**src/rtl/recorder_pkg.sv**
```systemverilog
// Shared types and helpers for the multitrack note recorder.
package recorder_pkg;

    typedef enum logic [1:0] {
        IDLE   = 2'd0,
        RECORD = 2'd1,
        PLAY   = 2'd2,
        CLEAR  = 2'd3
    } state_t;

    localparam int MIX_OR  = 0;
    localparam int MIX_SAT = 1;

    // Index width for n entries, never narrower than one bit.
    function automatic int addr_width(input int n);
        return (n > 1) ? $clog2(n) : 1;
    endfunction

endpackage

```
**src/rtl/track_mem.sv**
```systemverilog
// One track of note storage: single write port, single registered read port.
module track_mem #(
    parameter int DEPTH  = 64,
    parameter int NOTE_W = 8,
    parameter int AW     = 6
) (
    input  logic              clock,
    input  logic              wr_en,
    input  logic [AW-1:0]     wr_addr,
    input  logic [NOTE_W-1:0] wr_data,
    input  logic [AW-1:0]     rd_addr,
    output logic [NOTE_W-1:0] rd_data
);

    logic [NOTE_W-1:0] mem [DEPTH];

    always_ff @(posedge clock) begin
        if (wr_en) begin
            mem[wr_addr] <= wr_data;
        end
        rd_data <= mem[rd_addr];
    end

endmodule

```
**src/rtl/multitrack_recorder.sv**
```systemverilog
// N-track note recorder/player: records into one track, clears tracks, and plays
// a masked subset back at a programmable tick rate through an OR or saturating mix.
module multitrack_recorder
    import recorder_pkg::*;
#(
    parameter int NUM_TRACKS = 4,
    parameter int DEPTH      = 64,
    parameter int NOTE_W     = 8,
    parameter int TICK_DIV   = 25_000_000,
    parameter int MIX_MODE   = 0
) (
    input  logic                                 clock,
    input  logic                                 reset,
    input  logic                                 cmd_record,
    input  logic                                 cmd_play,
    input  logic                                 cmd_stop,
    input  logic                                 cmd_clear,
    input  logic [addr_width(NUM_TRACKS)-1:0]    track_sel,
    input  logic [NUM_TRACKS-1:0]                mix_mask,
    input  logic                                 loop,
    input  logic [NOTE_W-1:0]                    note_in,
    input  logic                                 note_valid,
    output logic [NOTE_W-1:0]                    mix_out,
    output logic [addr_width(DEPTH)-1:0]         play_addr,
    output logic                                 busy,
    output logic                                 recording,
    output logic                                 playing,
    output logic                                 full,
    output logic                                 overflow,
    output logic                                 done,
    output logic [addr_width(DEPTH):0]           sel_len
);

    localparam int AW    = addr_width(DEPTH);
    localparam int TW    = addr_width(NUM_TRACKS);
    localparam int CW    = addr_width(TICK_DIV);
    localparam int SUM_W = NOTE_W + TW + 1;

    localparam logic [AW:0]   DEPTH_L   = (AW+1)'(DEPTH);
    localparam logic [CW-1:0] TICK_LAST = CW'(TICK_DIV - 1);

    function automatic logic [NOTE_W-1:0] sat_note(input logic [SUM_W-1:0] s);
        if (|s[SUM_W-1:NOTE_W]) begin
            return '1;
        end
        return s[NOTE_W-1:0];
    endfunction

    state_t                state, state_nxt;
    logic [TW-1:0]         trk;
    logic [AW-1:0]         wr_ptr;
    logic [AW-1:0]         rd_ptr;
    logic [AW:0]           len [NUM_TRACKS];
    logic [NUM_TRACKS-1:0] mask;
    logic [AW:0]           limit;
    logic [AW:0]           limit_c;
    logic [CW-1:0]         tick_cnt;
    logic [AW:0]           clr_cnt;

    logic                  accept_rec, accept_play, accept_clr;
    logic                  done_nxt;
    logic                  trk_full, note_wr, note_drop, clr_wr;
    logic                  tick, last_step;

    logic [NUM_TRACKS-1:0] mem_we;
    logic [AW-1:0]         mem_wr_addr;
    logic [NOTE_W-1:0]     mem_wr_data;
    logic [NOTE_W-1:0]     rd_data_p1 [NUM_TRACKS];
    logic [NUM_TRACKS-1:0] en_p1;
    logic                  vld_p1;
    logic [NOTE_W-1:0]     contrib [NUM_TRACKS];
    logic [NOTE_W-1:0]     or_acc;
    logic [SUM_W-1:0]      sum_acc;
    logic [NOTE_W-1:0]     mix_c;

    assign trk_full  = (len[trk] == DEPTH_L);
    assign note_wr   = (state == RECORD) && note_valid && !trk_full;
    assign note_drop = (state == RECORD) && note_valid && trk_full;
    assign clr_wr    = (state == CLEAR) && !clr_cnt[AW];
    assign tick      = (tick_cnt == TICK_LAST);
    assign last_step = tick && ({1'b0, rd_ptr} == (limit - (AW+1)'(1)));

    assign busy      = (state != IDLE);
    assign recording = (state == RECORD);
    assign playing   = (state == PLAY);
    assign full      = (state == RECORD) && trk_full;
    assign play_addr = rd_ptr;

    // Longest masked track sets where playback ends or wraps.
    always_comb begin
        limit_c = '0;
        for (int i = 0; i < NUM_TRACKS; i++) begin
            if (mix_mask[i] && (len[i] > limit_c)) begin
                limit_c = len[i];
            end
        end
    end

    always_comb begin
        state_nxt   = state;
        done_nxt    = 1'b0;
        accept_rec  = 1'b0;
        accept_play = 1'b0;
        accept_clr  = 1'b0;
        case (state)
            IDLE: begin
                if (cmd_clear) begin
                    accept_clr = 1'b1;
                    state_nxt  = CLEAR;
                end else if (cmd_record) begin
                    accept_rec = 1'b1;
                    state_nxt  = RECORD;
                end else if (cmd_play) begin
                    if (limit_c == '0) begin
                        done_nxt = 1'b1;
                    end else begin
                        accept_play = 1'b1;
                        state_nxt   = PLAY;
                    end
                end
            end
            RECORD: begin
                if (cmd_stop) begin
                    state_nxt = IDLE;
                end
            end
            PLAY: begin
                if (cmd_stop) begin
                    state_nxt = IDLE;
                end else if (last_step && !loop) begin
                    state_nxt = IDLE;
                    done_nxt  = 1'b1;
                end
            end
            CLEAR: begin
                if (clr_cnt[AW]) begin
                    state_nxt = IDLE;
                end
            end
            default: state_nxt = IDLE;
        endcase
    end

    assign mem_wr_addr = (state == CLEAR) ? clr_cnt[AW-1:0] : wr_ptr;
    assign mem_wr_data = (state == CLEAR) ? '0 : note_in;

    // p0 -> p1: shared read address, registered RAM output and per-track enable
    for (genvar g = 0; g < NUM_TRACKS; g++) begin : g_track
        assign mem_we[g] = (trk == TW'(g)) && (note_wr || clr_wr);

        track_mem #(
            .DEPTH  (DEPTH),
            .NOTE_W (NOTE_W),
            .AW     (AW)
        ) u_mem (
            .clock   (clock),
            .wr_en   (mem_we[g]),
            .wr_addr (mem_wr_addr),
            .wr_data (mem_wr_data),
            .rd_addr (rd_ptr),
            .rd_data (rd_data_p1[g])
        );

        assign contrib[g] = en_p1[g] ? rd_data_p1[g] : '0;
    end

    always_comb begin
        or_acc  = '0;
        sum_acc = '0;
        for (int i = 0; i < NUM_TRACKS; i++) begin
            or_acc  = or_acc | contrib[i];
            sum_acc = sum_acc + SUM_W'(contrib[i]);
        end
        mix_c = (MIX_MODE == MIX_SAT) ? sat_note(sum_acc) : or_acc;
    end

    always_ff @(posedge clock) begin
        if (!reset) begin
            state    <= IDLE;
            trk      <= '0;
            wr_ptr   <= '0;
            rd_ptr   <= '0;
            tick_cnt <= '0;
            clr_cnt  <= '0;
            mask     <= '0;
            limit    <= '0;
            done     <= 1'b0;
            overflow <= 1'b0;
            sel_len  <= '0;
            vld_p1   <= 1'b0;
            en_p1    <= '0;
            mix_out  <= '0;
            for (int i = 0; i < NUM_TRACKS; i++) begin
                len[i] <= '0;
            end
        end else begin
            state    <= state_nxt;
            done     <= done_nxt;
            overflow <= note_drop;
            sel_len  <= len[track_sel];

            if (accept_rec) begin
                trk            <= track_sel;
                wr_ptr         <= '0;
                len[track_sel] <= '0;
            end
            if (accept_clr) begin
                trk     <= track_sel;
                clr_cnt <= '0;
            end
            if (accept_play) begin
                mask     <= mix_mask;
                limit    <= limit_c;
                rd_ptr   <= '0;
                tick_cnt <= '0;
            end

            if (note_wr) begin
                wr_ptr   <= wr_ptr + AW'(1);
                len[trk] <= len[trk] + (AW+1)'(1);
            end

            if (clr_wr) begin
                clr_cnt <= clr_cnt + (AW+1)'(1);
            end else if ((state == CLEAR) && clr_cnt[AW]) begin
                len[trk] <= '0;
            end

            // Wrap and final step both return to address 0 without a gap cycle.
            if (state == PLAY) begin
                if (cmd_stop) begin
                    rd_ptr   <= '0;
                    tick_cnt <= '0;
                end else if (tick) begin
                    tick_cnt <= '0;
                    rd_ptr   <= last_step ? '0 : rd_ptr + AW'(1);
                end else begin
                    tick_cnt <= tick_cnt + CW'(1);
                end
            end

            // p0 -> p1: contribution gating travels with the RAM read
            vld_p1 <= (state == PLAY);
            for (int i = 0; i < NUM_TRACKS; i++) begin
                en_p1[i] <= mask[i] && ({1'b0, rd_ptr} < len[i]);
            end

            // p1 -> p2: registered mix output
            mix_out <= vld_p1 ? mix_c : '0;
        end
    end

endmodule

```
**config.mk**
```make
export PLATFORM = sky130hd
export DESIGN_NAME = multitrack_recorder
export DESIGN_NICKNAME = d
export VERILOG_FILES = /design/src/rtl/recorder_pkg.sv /design/src/rtl/track_mem.sv /design/src/rtl/multitrack_recorder.sv
export SDC_FILE = /design/constraint.sdc
export NUM_CORES = 2
export LEC_CHECK = 0
export ABC_AREA = 1
export CORE_MARGIN = 2
export CORE_UTILIZATION = 40
export CTS_CLUSTER_DIAMETER = 30
export CTS_CLUSTER_SIZE = 25
export DETAILED_ROUTE_END_ITERATION = 6
export PLACE_DENSITY_LB_ADDON = 0.12
export SYNTH_ARGS = -nofsm -noshare
export SYNTH_HDL_FRONTEND = slang
export SYNTH_SLANG_ARGS = --single-unit
```
**constraint.sdc**
```tcl
create_clock -name clock -period 17.5 [get_ports clock]
set_input_delay 5.25 -clock clock [delete_from_list [all_inputs] [get_ports clock]]
set_output_delay 5.25 -clock clock [all_outputs]
set_load 0.005 [all_outputs]
```
Word-level counts from Yosys, hierarchy flattened
Memory sizes are Yosys's and may differ from the RTL's. A register that Yosys moved wholly into a read port is not among the register bits.
Cells that the tools add are included.
- register bits: 74
- bits in writable memories: 2076
- bits of input ports: 22
- memories: 5
- memories (memory ; depth ; width ; read ports ; clocked after memory_dff ; wr ports ; RTL line ; RTL):
    g_track[0].u_mem.mem ; 64 ; 8 ; 1 ; 1 ; 1 ; track_mem.sv:15 ; logic [NOTE_W-1:0] mem [DEPTH];
    g_track[1].u_mem.mem ; 64 ; 8 ; 1 ; 1 ; 1 ; track_mem.sv:15 ;
    g_track[2].u_mem.mem ; 64 ; 8 ; 1 ; 1 ; 1 ; track_mem.sv:15 ;
    g_track[3].u_mem.mem ; 64 ; 8 ; 1 ; 1 ; 1 ; track_mem.sv:15 ;
    len ; 4 ; 7 ; 6 ; 2 ; 4 ; multitrack_recorder.sv:53 ; logic [AW:0] len [NUM_TRACKS];
- $add $sub $neg: 6
- magnitude comparators: 8
- eq/ne operators: 14
- mux-type cells: 79
- bitwise logic cells: 4
- reduce and logical (&&, ||, !) cells: 37
- operators by type and width (cell ; count):
    $mux W25 ; 4
    $mux W7 ; 9
    $mux W6 ; 8
    $mux W8 ; 5
    $mux W1 ; 37
    $lt A6 B7 Y1 ; 4
    $mux W2 ; 14
    $add A25 B1 Y25 const B ; 1
    $eq A25 B25 Y1 const B ; 1
    $or A8 B8 Y8 ; 3
    $gt A7 B7 Y1 ; 3
    $logic_and A1 B1 Y1 ; 20
    $add A7 B1 Y7 const B ; 2
    $reduce_or A7 Y1 ; 2
    $add A6 B1 Y6 const B ; 2
    $reduce_bool A2 Y1 ; 5
    $eq A2 B2 Y1 const B ; 4
    $ne A4 B4 Y1 const B ; 2
    $pmux W2 S4 ; 1
    $eq A6 B7 Y1 ; 1
    $eq A7 B7 Y1 const B ; 1
    $gt A7 B1 Y1 const B ; 1
    $logic_not A7 Y1 ; 1
    $sub A7 B1 Y7 const B ; 1
    10 further kinds ; 16

Logic depth before layout (Yosys ltp)
- depth in word-level cells: 22
- mapped depth: 44
- depth with buffers taken out: 42

By module
Synthesis repeated with hierarchy kept, for this count alone.
- cells, all modules: 8243
- area total of the unflattened synthesis: 92727.7 um2
- by module, submodules not included (module ; times used ; cells an instance ; area each (um2)):
    track_mem ; 4 ; 1805 ; 21339.2
    multitrack_recorder ; 1 ; 1023 ; 7370.8

Least setup slack after synthesis
Ideal clock, no wire load.
- kind: input-to-reg
- start point: input port note_in[0]
- end point: memory g_track[0].u_mem.mem[0][0], data pin
- data arrival time: 11132 ps
- path slack: 4975 ps
- stages on the path: 2
- cell sequence: inv_1 -> nor2_1
- longest elaborated chain between the ends: 1
- RTL lines (element ; RTL line ; RTL):
    from (decl) ; multitrack_recorder.sv:21 ; input logic [NOTE_W-1:0] note_in,
    $mux W8 ; multitrack_recorder.sv:145 ; assign mem_wr_data = (state == CLEAR) ? '0 : note_in;
    named net g_track[0].u_mem.wr_data[0] ; track_mem.sv:10 ; input logic [NOTE_W-1:0] wr_data,
    to (decl) ; track_mem.sv:15 ;
The timed path passes the listed nets, and every way through them passes these cells.

Worst setup path in the final report
- start point: input port mix_mask[0]
- end point: register tick_cnt[24]
- longest elaborated chain between the ends: 18
- RTL lines (element ; RTL line ; RTL):
    from (decl) ; multitrack_recorder.sv:19 ; input logic [NUM_TRACKS-1:0] mix_mask,
    $logic_and A1 B1 Y1 (*) ; multitrack_recorder.sv:93 ; if (mix_mask[i] && (len[i] > limit_c)) begin
    $mux W7 (*) ; multitrack_recorder.sv:93 ;
    $gt A7 B7 Y1 ; multitrack_recorder.sv:93 ;
    $logic_and A1 B1 Y1 ; multitrack_recorder.sv:93 ;
    $mux W7 (*) ; multitrack_recorder.sv:93 ;
    $gt A7 B7 Y1 ; multitrack_recorder.sv:93 ;
    $logic_and A1 B1 Y1 ; multitrack_recorder.sv:93 ;
    $mux W7 (*) ; multitrack_recorder.sv:93 ;
    (+2 left out) ; n/a ;
    $mux W7 (*) ; multitrack_recorder.sv:93 ;
    $logic_not A7 Y1 (*) ; multitrack_recorder.sv:114 ; if (limit_c == '0) begin
    $mux W1 (*) ; multitrack_recorder.sv:114 ;
    $mux W1 (*) ; multitrack_recorder.sv:113 ; end else if (cmd_play) begin
    $mux W1 (*) ; multitrack_recorder.sv:110 ; end else if (cmd_record) begin
    $mux W1 (*) ; multitrack_recorder.sv:107 ; if (cmd_clear) begin
    $mux W1 (*) ; multitrack_recorder.sv:105 ; case (state)
    $reduce_bool A2 Y1 (no line) (*) ; n/a ;
    to (signal assigned) ; multitrack_recorder.sv:238 ; tick_cnt <= tick_cnt + CW'(1);
    to (decl) ; multitrack_recorder.sv:57 ; logic [CW-1:0] tick_cnt;
Mark *: on every way between the ends. The rest lies on a longest branch, timed or not.
A chain may end at the register's enable or synchronous reset.

==> impl_metrics.csv <==
group,metric,value,unit
global_route,grt_overflow,0,
cells_and_area,fillers,19279,
global_route,antenna_found_initial,8,
sta,clock_skew,80.7,ps
logic_synthesis,ys_types,51,
route,wl,283000,µm
logic_synthesis,synthMuxAreaShare,0,%
sta,hold_violations,0,
global_route,track_usage,24.8,%
clock_tree,clock_path_buffers,4,
placed_design,numPortBuffers,48,
die,rows,172,
worst_setup_path,worstPathMaxFanout,25,
worst_setup_path,criticalPathCategory,"in -> reg",
sta,tightest_slew,1300,ps
route,drtIter0Drc,7234,
route,drc_errors,0,
route,wl_met2,127000,µm
logic_synthesis,synth_flop_cell,"edfxtp_1",
sta,max_freq,99.0,MHz
die,fp.dieH,474,µm
die,io_pins,49,
power_and_ir_drop,ir_drop,126,µV
worst_setup_path,reg2reg_to,"tick_cnt[24]",
worst_setup_path,cp-start-kind,"primary input",
min_path,hold_depth,2,
clock_tree,cts.clk_slew.worst_paths,50,ps
cells_and_area,syn_to_final_growth,22.3,%
job,maxCapViolations,0,
sta,slew_viol_final,0,
cells_and_area,final_area,108000,µm²
logic_synthesis,synth-simple-area-share,9.65,%
sta,tns,0,ps
clock_tree,cts-buffers-inserted,486,
die,dieArea,225000,µm²
min_path,hp-class,"reg -> reg",
global_route,grt_pass1_wl,412000,µm
logic_synthesis,synth_cells,7289,
die,initial_core_util,40.3,%
clock_tree,clock_latency,990,ps
worst_setup_path,reg2reg_from,"len[0][6]",
placed_design,place_congestion,0.876,
worst_setup_path,slowest_delay,590,ps
logic_synthesis,synth_fa_ha_area_share,0.622,%
die,coreArea,220000,µm²
logic_synthesis,synth_top_family_by_area,"compound AO/OA/AOI/OAI gates",
route,vias,60965,
sta,setup_viol,0,
route,wl_met3,23000,µm
global_route,first_global_vias,60217,
clock_tree,cts_setup_buffers,0,
clock_tree,htreeDepth,5,
logic_synthesis,synth_warnings,0,
worst_setup_path,ff2ff_setup_slack,11810,ps
logic_synthesis,ys_seq_area_share,73.1,%
logic_synthesis,synth_nets,7355,
route,ant_nets,0,
min_path,holdPathEnd,"tick_cnt[24]",
logic_synthesis,synth_area_per_cell,12.1,µm²
worst_setup_path,critPathArrivalTime,11000,ps
logic_synthesis,synth_enable_flop_cells,2076,
logic_synthesis,ys_ff_latch,2191,
route,wl_met1,125000,µm
worst_setup_path,crit_required,18400,ps
cells_and_area,final_layout_size_suffix_gt1_share,12.1,%
route,first_pass_iters,6,
logic_synthesis,async_reset_ff_share,0,%
die,dieWidth,474,µm
clock_tree,clock_sinks,2191,
placed_design,dpl_cell_area,91700,µm²
sta,min_period_over_period,57.7,%
global_route,grt_max_degree,218,
sta,period_needed,10100,ps
logic_synthesis,syn_area,88500,µm²
clock_tree,cts_tree,"yes",
worst_setup_path,cp_slowest_cell,"clkdlybuf4s50_1",
worst_setup_path,ff2ff_path_depth,36,
run_status,status,"finished clean",
sta,rsz0062_at_grt,"no",
logic_synthesis,synthXorXnorAreaFrac,0.248,%
route,highest_layer,"met5",
worst_setup_path,crit_top_cell,"nand2_1",
placed_design,dp.final_hpwl,166000,µm
min_path,hp-start,"tick_cnt[24]",
cells_and_area,num-nets-final,7480,
clock_tree,ctsHoldBuffers,0,
route,wl_per_cell,26.3,µm
logic_synthesis,synth_compound_area_share,13.6,%
clock_tree,cts_resized,0,
sta,maxSlewHeadroom,13.3,%
clock_tree,cts-root-buf,"clkbuf_16",
route,vias_per_cell,5.66,
power_and_ir_drop,power_density,145,nW/µm²
worst_setup_path,worst_setup_path_end_kind,"flop",
power_and_ir_drop,p_leak,36.1,nW
[how the worst max path moves through the flow]
| stage | from | cells after the start | endpoint |
|---|---|---|---|
| floorplan | note_in[0] | 2 | g_track[0].u_mem.mem[0][0] |
| global placement | mix_mask[0] | 36 | tick_cnt[10] |
| detailed placement | mix_mask[0] | 36 | tick_cnt[24] |
| CTS | mix_mask[0] | 36 | tick_cnt[24] |
| global route | mix_mask[0] | 36 | tick_cnt[3] |
| finish | mix_mask[0] | 36 | tick_cnt[24] |
[state kept, by name, indices dropped and copies added, names as in the netlist, named ones only]
| register | cells |
|---|---|
| sel_len | 7 |
| trk | 2 |
| mix_out | 8 |
| len | 28 |
| g_track.u_mem.mem | 2048 |
| state | 2 |
| g_track.u_mem.rd_data | 32 |
| limit | 7 |
| play_addr | 6 |
| tick_cnt | 25 |
| overflow | 1 |
| mask | 4 |
| vld_p1 | 1 |
| clr_cnt | 7 |
| done | 1 |
| en_p1 | 4 |
| wr_ptr | 6 |
[synth_stat cells, types with 2 or more instances]
library cell	n	area [µm²]
a211oi_1	2	15.0
a21oi_1	95	475
a21oi_2	10	87.6
a221oi_1	3	26.3
a31oi_1	2	12.5
a32oi_1	4	35.0
a41oi_1	8	70.1
buf_1	22	82.6
buf_6	2	22.5
clkbuf_1	472	1770
clkinv_1	4	15.0
dfxtp_1	115	2300
edfxtp_1	2076	62300
ha_1	44	551
inv_1	141	529
nand2_1	291	1090
nand2_2	14	87.6
nand2_4	5	56.3
nand3_1	52	260
nand3_2	4	40.0
nand4_1	16	100
nor2_1	1768	6640
nor3_1	23	115
nor4_1	6	37.5
o211ai_1	4	30.0
o21a_1	2	15.0
o21ai_0	1367	6840
o21bai_1	4	30.0
o221ai_1	2	17.5
o22ai_1	637	3990
o31ai_1	2	15.0
o32ai_1	36	315
or2_2	14	87.6
or3_1	2	12.5
xnor2_1	6	52.6
xor2_1	19	166
[report_power, final]
part           internal (mW)  total (mW)  switching, mW
sequential              5.91        5.94         0.0331
clock                   6.15        9.08           2.93
combinational          0.107       0.622          0.515
[final cells by class]
type / count / area [µm²] / area share (%)
Multi-Input combinational cell: 4453 / 21500 / 19.9
Inverter: 147 / 582 / 0.538
Timing Repair Buffer: 135 / 1270 / 1.18
Sequential cell: 2191 / 64700 / 59.8
Clock inverter: 352 / 3980 / 3.68
Clock buffer: 534 / 12400 / 11.5
Tap cell: 2958 / 3700 / 3.42
Antenna cell: 8 / 20.0 / 0.0185
[cell usage in the layout (no fill, tap or decap), types with 44 or more instances in the layout]
cell | netlist | routed
buf_4 | 0 | 76
inv_1 | 141 | 138
bufinv_16 | 0 | 72
nand2_1 | 291 | 291
clkinv_2 | 0 | 72
a21oi_1 | 95 | 95
nand3_1 | 52 | 48
edfxtp_1 | 2076 | 2076
ha_1 | 44 | 44
clkinv_1 | 4 | 65
o21ai_0 | 1367 | 1367
nor2_1 | 1768 | 1760
clkinvlp_4 | 0 | 67
o22ai_1 | 637 | 637
clkdlybuf4s50_1 | 0 | 48
dfxtp_1 | 115 | 109
clkbuf_16 | 0 | 489
[routing by layer]
layer | vias up | GRT usage, %
met5 | - | 0
met4 | 4 | 8.16
met3 | 492 | 5.31
met2 | 2596 | 37.6
met1 | 30633 | 35.3
li1 | 27240 | -
[cell families after synthesis]
group           Yosys count
simple gates           2197
flops                  2191
compound gates         2187
buf+inv                 645
fa+ha+maj                44
xor+xnor                 25
[worst max-delay path, delay by kind of cell]
family	cells	cell delay, ps
simple gates	20	2120
compound gates	8	1630
buf+inv	5	1070
fa+ha+maj	3	920
[metrics by stage]
step / instances / util [%] / power (mW) / hold WS (ps) / worst slack (ps)
finish: 10778 / 49.2 / 15.6 / 467 / 7400
global route: 10773 / 49.2 / 16.1 / 485 / 6840
CTS: 10770 / 49.2 / 15.7 / 466 / 7430
detailed placement: 9884 / 41.7 / 6.66 / 459 / 6410
global placement: 9884 / 41.7 / 6.66 / 449 / 6340
floorplan: 7289 / - / 6.38 / 425 / 4970
(Power assumes the default switching activity.)
